--- src/rtl/fifo_rd_packer_if.sv ---
// fifo_rd_packer_if: FIFO read port, flush control and packed output stream of the packer
interface fifo_rd_packer_if #(
    parameter int DSIZE = 8,
    parameter int RATIO = 4
);
    logic en, rempty, rinc, flush, out_last, out_valid, out_ready, flush_done, busy;
    logic [DSIZE-1:0] rdata;
    logic [DSIZE*RATIO-1:0] out_data;
    logic [RATIO-1:0] out_keep;
    modport master (
        input en, rempty, rdata, flush, out_ready,
        output rinc, out_data, out_keep, out_last, out_valid, flush_done, busy
    );
    modport slave (
        output en, rempty, rdata, flush, out_ready,
        input rinc, out_data, out_keep, out_last, out_valid, flush_done, busy
    );
endinterface

--- src/rtl/fifo_rd_packer.sv ---
// fifo_rd_packer: packs RATIO consecutive FIFO entries into one wide word, with partial-word flush
module fifo_rd_packer #(
    parameter int DSIZE = 8,
    parameter int RATIO = 4
) (
    input logic rclk,
    input logic rrst_n,
    fifo_rd_packer_if.master bus
);
    localparam int CW = $clog2(RATIO);
    logic [CW-1:0] cnt;
    logic [RATIO-2:0][DSIZE-1:0] asm_q;
    logic [RATIO-1:0][DSIZE-1:0] part_data;
    logic [RATIO-1:0] part_keep;
    logic [DSIZE*RATIO-1:0] out_data;
    logic [RATIO-1:0] out_keep;
    logic flush_pend, out_free, last_lane, out_last, out_valid, flush_done;
    assign out_free = !out_valid || bus.out_ready;
    assign last_lane = cnt == CW'(RATIO - 1);
    // The completing pop is only allowed when the output register can take the word
    assign bus.rinc = rrst_n && bus.en && !bus.rempty && !flush_pend && (!last_lane || out_free);
    assign bus.out_data = out_data;
    assign bus.out_keep = out_keep;
    assign bus.out_last = out_last;
    assign bus.out_valid = out_valid;
    assign bus.flush_done = flush_done;
    assign bus.busy = (cnt != '0) || flush_pend || out_valid;
    always_comb begin
        part_data = '0;
        part_keep = '0;
        for (int i = 0; i < RATIO - 1; i++) begin
            part_data[i] = (i < int'(cnt)) ? asm_q[i] : '0;
            part_keep[i] = i < int'(cnt);
        end
    end
    always_ff @(posedge rclk) begin
        if (!rrst_n) begin
            cnt <= '0;
            asm_q <= '0;
            flush_pend <= 1'b0;
            out_data <= '0;
            out_keep <= '0;
            out_last <= 1'b0;
            out_valid <= 1'b0;
            flush_done <= 1'b0;
        end else begin
            flush_done <= 1'b0;
            if (out_valid && bus.out_ready) out_valid <= 1'b0;
            if (bus.rinc && !last_lane) begin
                asm_q[cnt] <= bus.rdata;
                cnt <= cnt + 1'b1;
            end
            if (bus.rinc && last_lane) begin
                out_data <= {bus.rdata, asm_q};
                out_keep <= '1;
                out_last <= 1'b0;
                out_valid <= 1'b1;
                cnt <= '0;
            end
            if (flush_pend) begin
                if (cnt == '0) begin
                    flush_pend <= 1'b0;
                    flush_done <= 1'b1;
                end else if (out_free) begin
                    out_data <= part_data;
                    out_keep <= part_keep;
                    out_last <= 1'b1;
                    out_valid <= 1'b1;
                    cnt <= '0;
                    flush_pend <= 1'b0;
                    flush_done <= 1'b1;
                end
            end else if (bus.flush) begin
                flush_pend <= 1'b1;
            end
        end
    end
endmodule
--- src/flat_wrapper.sv ---
// flat-port wrapper written by rule: the top's interface ports become plain ports
module fifo_rd_packer_flat 
#(
    parameter int DSIZE = 8,
    parameter int RATIO = 4
)
  (rclk, rrst_n, bus_en, bus_rempty, bus_rdata, bus_flush, bus_out_ready, bus_rinc, bus_out_data, bus_out_keep, bus_out_last, bus_out_valid, bus_flush_done, bus_busy);
  fifo_rd_packer_if #(.DSIZE(DSIZE), .RATIO(RATIO)) bus_i ();
  input logic rclk;
  input logic rrst_n;
  input wire logic [$bits(bus_i.en)-1:0] bus_en;
  input wire logic [$bits(bus_i.rempty)-1:0] bus_rempty;
  input wire logic [$bits(bus_i.rdata)-1:0] bus_rdata;
  input wire logic [$bits(bus_i.flush)-1:0] bus_flush;
  input wire logic [$bits(bus_i.out_ready)-1:0] bus_out_ready;
  output wire logic [$bits(bus_i.rinc)-1:0] bus_rinc;
  output wire logic [$bits(bus_i.out_data)-1:0] bus_out_data;
  output wire logic [$bits(bus_i.out_keep)-1:0] bus_out_keep;
  output wire logic [$bits(bus_i.out_last)-1:0] bus_out_last;
  output wire logic [$bits(bus_i.out_valid)-1:0] bus_out_valid;
  output wire logic [$bits(bus_i.flush_done)-1:0] bus_flush_done;
  output wire logic [$bits(bus_i.busy)-1:0] bus_busy;
  assign bus_i.en = bus_en;
  assign bus_i.rempty = bus_rempty;
  assign bus_i.rdata = bus_rdata;
  assign bus_i.flush = bus_flush;
  assign bus_i.out_ready = bus_out_ready;
  assign bus_rinc = bus_i.rinc;
  assign bus_out_data = bus_i.out_data;
  assign bus_out_keep = bus_i.out_keep;
  assign bus_out_last = bus_i.out_last;
  assign bus_out_valid = bus_i.out_valid;
  assign bus_flush_done = bus_i.flush_done;
  assign bus_busy = bus_i.busy;
  fifo_rd_packer #(.DSIZE(DSIZE), .RATIO(RATIO)) u_core (.rclk(rclk), .rrst_n(rrst_n), .bus(bus_i));
endmodule
--- config.mk ---
export PLATFORM = sky130hd
export DESIGN_NAME = fifo_rd_packer_flat
export DESIGN_NICKNAME = d
export VERILOG_FILES = /design/src/rtl/fifo_rd_packer_if.sv /design/src/rtl/fifo_rd_packer.sv /design/src/flat_wrapper.sv
export SDC_FILE = /design/constraint.sdc
export NUM_CORES = 1
export LEC_CHECK = 0
export ABC_AREA = 1
export CAP_MARGIN = 20
export CORE_MARGIN = 2
export CORE_UTILIZATION = 46
export DETAILED_ROUTE_END_ITERATION = 12
export GPL_TIMING_DRIVEN = 1
export PLACE_DENSITY = 0.75
export SYNTH_ARGS = -nofsm -noshare
export SYNTH_HDL_FRONTEND = slang
export SYNTH_SLANG_ARGS = --single-unit
--- constraint.sdc ---
create_clock -name rclk -period 1.6 [get_ports rclk]
set_input_delay 0.32 -clock rclk [delete_from_list [all_inputs] [get_ports rclk]]
set_output_delay 0.32 -clock rclk [all_outputs]
set_load 0.02 [all_outputs]
==> run_results.csv, run 1 <==
group,metric,value,unit
yosys,synth-seq-cells,66,
pwr,vdd_ir_drop_max,605,uV
setup_path,ff2ff_path_depth,8,
sta,tightestPinTransition,363,ps
detailed_routing,wl,6650,um
pwr,intPower,0.00262,W
yosys,ys_seq_area_share,46.2,%
clock_network,clkTransAtPathRegs,70,ps
clock_network,cts-htree-levels,3,
clock_network,cts_buffers,9,
finish,areaGrowthSynthToFinish,34.6,%
sta,tns,0,ps
sta,final-max-slew-violation-count,0,
detailed_routing,dr.pass1.iters,4,
placement,io_buffers,54,
sta,grt_setup_unrepaired,"no",
finish,drive_gt1_share,15.1,%
worst_hold_path,min_to,"u_core.bus.out_last$_SDFF_PN0_",
global_route,gr-total-overflow,0,
floorplanning,die_w,82.8,um
setup_path,crit_arrival,1210,ps
pwr,net-switching-power,0.000827,W
setup_path,rrSetupSlack,70,ps
finish,fin_area,0.00385,mm2
floorplanning,num_io_pins,55,
setup_path,cp-end-kind,"output pin",
detailed_routing,drt_iter0_markers,160,
global_route,grt_pass1_wl,10900,um
sta,slew_headroom,75.8,%
yosys,synthesis.area,0.00286,mm2
clock_network,clock-root-buffer,"clkbuf_8",
floorplanning,core-area,0.00596,mm2
floorplanning,floorplan.initialDensity,48.0,%
finish,diodes,0,
setup_path,r2r_end,"u_core.asm_q[6]$_SDFFE_PN0P_",
yosys,syn_nets,412,
floorplanning,die_area,0.00686,mm2
sta,hold_slack,458,ps
pwr,swShare,24.0,%
clock_network,cts.sinks,66,
detailed_routing,drcViolationCount,0,
floorplanning,die_h,82.8,um
sta,hold_viol,0,
finish,stdcell_count,552,
floorplanning,std_cell_rows,28,
setup_path,worstPathMaxFanout,4,
detailed_routing,avgRoutedWirePerCell,12.0,um
placement,dp_hpwl,4600,um
pwr,p_comb_share,10.4,%
worst_hold_path,holdPathStages,2,
setup_path,criticalPathCategory,"register to output pin",
placement,dp.cells,534,
sta,skew,3.50,ps
global_route,grt_usage,19.5,%
global_route,first_global_vias,2470,
setup_path,start_kind,"register",
detailed_routing,ant_nets,0,
flow_run,drv_cap,0,
placement,post_dp_cell_area,0.00361,mm2
placement,place.gp.congestion,0.778,
pwr,clockPowerShare,40.1,%
clock_network,cts-hold-fix-buffers,0,
status,status,"completed",
sta,fmax,0.655,GHz
yosys,yosys_warnings,0,
yosys,synthCells,393,
detailed_routing,vias_per_cell,4.79,
yosys,ys_types,25,
pwr,p_seq_share,49.5,%
yosys,avgSynthCellArea,7.27,um2
detailed_routing,via_count,2644,
sta,min_period_over_period,95.4,%
sta,setup_violations,0,
finish,final_common_cell,"nor2_1",
clock_network,clk-insertion-delay-late,350,ps
global_route,grt_max_degree,42,
worst_hold_path,hp-class,"register to register",
pwr,powerDensity,896,mW/mm2
global_route,antenna_found_initial,0,
clock_network,cts_tree,"yes",
setup_path,cp_data_required_time,1280,ps
finish,nNetsFinal,493,
finish,final_cell_mix,"96 x nor2_1, 84 x nand2_1, 64 x dfxtp_1, 42 x inv_1, 37 x dlygate4sd2_1",
setup_path,r2r-start,"u_core.cnt[1]$_SDFF_PN0_",
sta,layout_min_cycle_time,1530,ps
worst_hold_path,min_from,"u_core.bus.out_last$_SDFF_PN0_",
pwr,p_leak,2.10,nW
clock_network,max-clock-path-buffers,2,
area by class of cell:
type	instances	area, um2
clock buffers	11	151
clock inverters	3	40.0
fillers	546	2110
inverters	49	184
multi-input cells	263	1290
flip-flops and latches	66	1320
well taps	75	93.8
repair buffers	85	759
synth_stat cells (all sizes together):
cell / number / area, um2
o21ai: 25 / 125
ha: 5 / 62.6
buf: 11 / 82.6
xor2: 1 / 8.76
a31oi: 3 / 18.8
nand4: 7 / 43.8
dfxtp: 66 / 1320
nand3: 9 / 57.6
a21oi: 13 / 65.1
inv: 49 / 184
o211ai: 1 / 7.51
nor2: 101 / 452
o21a: 1 / 7.51
nand2: 91 / 362
clkbuf: 4 / 16.3
nand3b: 6 / 45.0
worst max-delay path: stages (launching register included):
cell and delay (ps):
dfxtp_2 360, inv_1 90, ha_4 180, nand3_1 70, buf_2 160
how the worst max path moves through the flow:
stage | start | endpoint | depth (start not counted)
floorplan | u_core.cnt[1]$_SDFF_PN0_ | u_core.bus.out_data[21]$_SDFF_PN0_ | 11
global placement | rrst_n | bus_rinc | 6
detailed placement | rrst_n | bus_rinc | 6
CTS | bus_rempty | bus_rinc | 7
global route | u_core.cnt[1]$_SDFF_PN0_ | u_core.asm_q[3]$_SDFFE_PN0P_ | 8
finish | u_core.cnt[1]$_SDFF_PN0_ | bus_busy | 4
metal layers:
layer,global-route usage [%],vias to the layer above,routed length [um]
met4,6.56,0,73
met5,0,-,0
met3,6.16,6,295
met1,21.9,1216,2870
li1,-,1366,-
met2,34.8,56,3410
power groups by stage:
stage / logic (W) / registers (W) / clock network, W
final: 0.000359 / 0.00171 / 0.00138
after global routing: 0.000395 / 0.00171 / 0.00148
after global placement: 0.000354 / 0.00174 / 0
after CTS: 0.000348 / 0.00171 / 0.00141
after detailed placement: 0.000360 / 0.00174 / 0
after floorplan: 0.000162 / 0.00177 / 0
sequential cells by signal, indices dropped and copies added (netlist names):
name,count
u_core.asm_q,24
u_core.bus.flush_done,1
u_core.bus.out_data,32
u_core.bus.out_keep,4
u_core.bus.out_last,1
u_core.bus.out_valid,1
u_core.cnt,2
u_core.flush_pend,1
through the flow:
stage	setup slack (ps)	utilization [%]	total power (W)
after global placement	-491	60.7	0.00210
after floorplan	18.3	-	0.00193
final	73.1	64.6	0.00345
after CTS	1.63	63.4	0.00346
after detailed placement	-503	60.7	0.00210
after global routing	1.82	64.6	0.00359
logic make-up (layout without fill, tap and decap cells):
| family | count (synthesis) | count (layout) | share of synthesized area, % |
|---|---|---|---|
| XOR/XNOR | 1 | 1 | 0.306 |
| adder cells (fa/ha/maj) | 5 | 5 | 2.19 |
| buffers and inverters | 64 | 148 | 9.89 |
| AND/OR/NAND/NOR | 214 | 214 | 33.6 |
| AO/OA/AOI/OAI | 43 | 43 | 7.83 |
| flip-flops | 66 | 66 | 46.2 |
repair_timing:
action / in CTS / in global routing
cloned: 0 / 0
endpoints found under the setup margin: 63 / 37
pin swaps: 2 / 5
resized for setup: 53 / 16
buffers inserted: 0 / 4
Note: power is estimated with default switching activity, not from simulation.
==> run 2: changes to the inputs <==
--- a/config.mk
+++ b/config.mk
@@ -9,6 +9,7 @@
 export CAP_MARGIN = 20
 export CORE_MARGIN = 2
 export CORE_UTILIZATION = 46
+export CTS_CLUSTER_SIZE = 30
 export DETAILED_ROUTE_END_ITERATION = 12
 export GPL_TIMING_DRIVEN = 1
 export PLACE_DENSITY = 0.75
==> results of run 2 <==
No change in the layout: final DEF, timing and power equal those of run 1.
==> run 3: changes to the inputs <==
--- a/config.mk
+++ b/config.mk
@@ -7,8 +7,8 @@
 export LEC_CHECK = 0
 export ABC_AREA = 1
 export CAP_MARGIN = 20
-export CORE_MARGIN = 2
 export CORE_UTILIZATION = 46
+export CTS_BUF_LIST = sky130_fd_sc_hd__clkbuf_2
 export CTS_CLUSTER_SIZE = 30
 export DETAILED_ROUTE_END_ITERATION = 12
 export GPL_TIMING_DRIVEN = 1
==> run 3 against run 2 <==
  * The run now ends with setup timing left
  * Via count up 0.42%
  * Cell count up 0.91%
  * Register-to-register slack worse by 50 ps
  * Core utilization down 0.63 points
  * Hold slack worse by 89 ps
  * Cell area down 0.98%
  * Non-clock buffer count up 4
  * Global-route usage up 1.2 points
==> run_results.csv, run 3 (synthesis results as in run 1) <==
group,metric,value,unit
sta,final-max-slew-violation-count,0,
clock_network,clkTransAtPathRegs,180,ps
clock_network,cts_tree,"yes",
sta,slew_headroom,76.2,%
finish,largest_reg_flops,32,
placement,pre_cts_slack,-531,ps
detailed_routing,drt_iter0_markers,182,
finish,reg.largest.list,"u_core.bus.out_data (32), u_core.asm_q (24), u_core.bus.out_keep (4)",
sta,tns,-247,ps
finish,fillCellCount,563,
finish,regMostFlops,"u_core.bus.out_data",
clock_network,max-clock-path-buffers,2,
setup_path,criticalPathCategory,"register to output pin",
detailed_routing,via_count,2655,
floorplanning,num_io_pins,55,
sta,tightestPinTransition,357,ps
sta,layout_min_cycle_time,1730,ps
global_route,grt_usage,20.7,%
pwr,net-switching-power,0.000825,W
placement,dp_hpwl,4430,um
status,status,"complete, but fails checks",
sta,skew,17.1,ps
detailed_routing,dr_wl_met2,3310,um
sta,hold_viol,0,
finish,drive_gt1_share,17.4,%
detailed_routing,dr.pass1.iters,4,
clock_network,cts_buffers,9,
pwr,p_seq_share,59.6,%
sta,hold_slack,369,ps
pwr,p_comb_share,13.6,%
floorplanning,die_w,80.8,um
clock_network,cts-hold-fix-buffers,0,
placement,post_dp_cell_area,0.00360,mm2
worst_hold_path,hp-class,"input port to register",
sta,setup_violations,2,
pwr,clockPowerShare,26.8,%
clock_network,clk-insertion-delay-late,480,ps
floorplanning,die_area,0.00653,mm2
finish,areaGrowthSynthToFinish,33.3,%
global_route,grt_pass1_wl,10400,um
floorplanning,core-area,0.00596,mm2
clock_network,cts-htree-levels,3,
detailed_routing,m1WireLength,2850,um
floorplanning,die_h,80.8,um
finish,final_common_cell,"nor2_1",
global_route,first_global_vias,2405,
detailed_routing,dr_wl_met3,328,um
worst_hold_path,holdPathStages,3,
global_route,antenna_found_initial,0,
sta,layout_setup_ws,-131,ps
clock_network,cts.sinks,66,
floorplanning,std_cell_rows,28,
floorplanning,floorplan.initialDensity,48.0,%
setup_path,cp-end-kind,"output pin",
detailed_routing,wl,6620,um
sta,fmax,0.578,GHz
setup_path,crit_arrival,1410,ps
clock_network,clock-root-buffer,"clkbuf_2",
setup_path,ff2ff_path_depth,9,
detailed_routing,vias_per_cell,4.77,
sta,min_period_over_period,108,%
finish,diodes,0,
detailed_routing,avgRoutedWirePerCell,11.9,um
placement,place.gp.congestion,0.765,
finish,fin_area,0.00381,mm2
placement,io_buffers,54,
pwr,p_leak,2.01,nW
pwr,powerDensity,752,mW/mm2
global_route,grt_max_degree,42,
global_route,gr-total-overflow,0,
detailed_routing,drcViolationCount,0,
sta,grt_setup_unrepaired,"yes",
setup_path,cp_data_required_time,1280,ps
pwr,swShare,28.8,%
detailed_routing,highest_layer,"met4",
status,failed_checks,"setup timing",
pwr,intPower,0.00204,W
setup_path,worstPathMaxFanout,3,
finish,nNetsFinal,497,
finish,final_cell_mix,"96 x nor2_1, 84 x nand2_1, 63 x dfxtp_1, 37 x inv_1, 34 x dlygate4sd2_1",
flow_run,drv_cap,0,
setup_path,start_kind,"register",
pwr,vdd_ir_drop_max,469,uV
detailed_routing,ant_nets,0,
run 3: changes by cell type in the layout (fill, tap and decap cells not counted), moves of 4 or more:
cell,previous run,this run
clkbuf_2,0,9
dlymetal6s2s_1,5,0
inv_4,0,4
inv_1,42,37
clkbuf_8,11,0
clkdlybuf4s15_1,0,5
run 3: layout make-up:
cell class              count  area (um2)  area share (%)
clock buffers               9        45.0            1.18
clock inverters             6        35.0           0.920
inverters                  49         194            5.09
multi-input cells         263        1330            34.8
flip-flops and latches     66        1330            34.8
well taps                  75        93.8            2.46
repair buffers             89         791            20.8
run 3: timing repair:
item | CTS | global route
setup endpoints to repair | 60 | 56
buffers inserted | 4 | 5
gates resized for setup | 52 | 35
gates cloned | 0 | 0
pin swaps | 2 | 7
run 3: path summary, 6_finish.rpt:
| check | startpoint | endpoint | slack, ps |
|---|---|---|---|
| setup / recovery | u_core.cnt[1]$_SDFF_PN0_ | bus_busy | -130 |
| hold / removal | bus_flush | u_core.flush_pend$_SDFF_PN0_ | 370 |
| setup reg to reg | u_core.cnt[0]$_SDFF_PN0_ | u_core.asm_q[13]$_SDFFE_PN0P_ | 20 |
| hold reg to reg | u_core.bus.out_last$_SDFF_PN0_ | u_core.bus.out_last$_SDFF_PN0_ | 470 |
run 3: metrics by stage:
| step | total power (W) | cells | util (%) |
|---|---|---|---|
| 6_report | 0.00287 | 557 | 64.0 |
| 5_1_grt | 0.00300 | 557 | 64.0 |
| 4_1_cts | 0.00284 | 552 | 61.7 |
| 3_5_place_dp | 0.00210 | 533 | 60.5 |
| 3_3_place_gp | 0.00209 | 533 | 60.5 |
| 2_1_floorplan | 0.00193 | 393 | - |
run 3: layer usage:
layer,global-route usage (%),vias to the layer above
li1,-,1372
met1,24.6,1205
met2,35.0,65
met3,4.16,13
met4,10.9,0
met5,0,-
run 3: critical path: stages, from the launching register on:
cell and delay, ps:
dfxtp_2 360, buf_4 130, inv_2 70, ha_4 150, nand3_2 80, buf_6 130
run 3: power by group through the flow:
stage                     combinational [W]  sequential (W)  clock, W
after global placement             0.000351         0.00174         0
after detailed placement           0.000357         0.00174         0
after floorplan                    0.000162         0.00177         0
final                              0.000389         0.00171  0.000770
after CTS                          0.000354         0.00171  0.000782
after global routing               0.000424         0.00171  0.000859
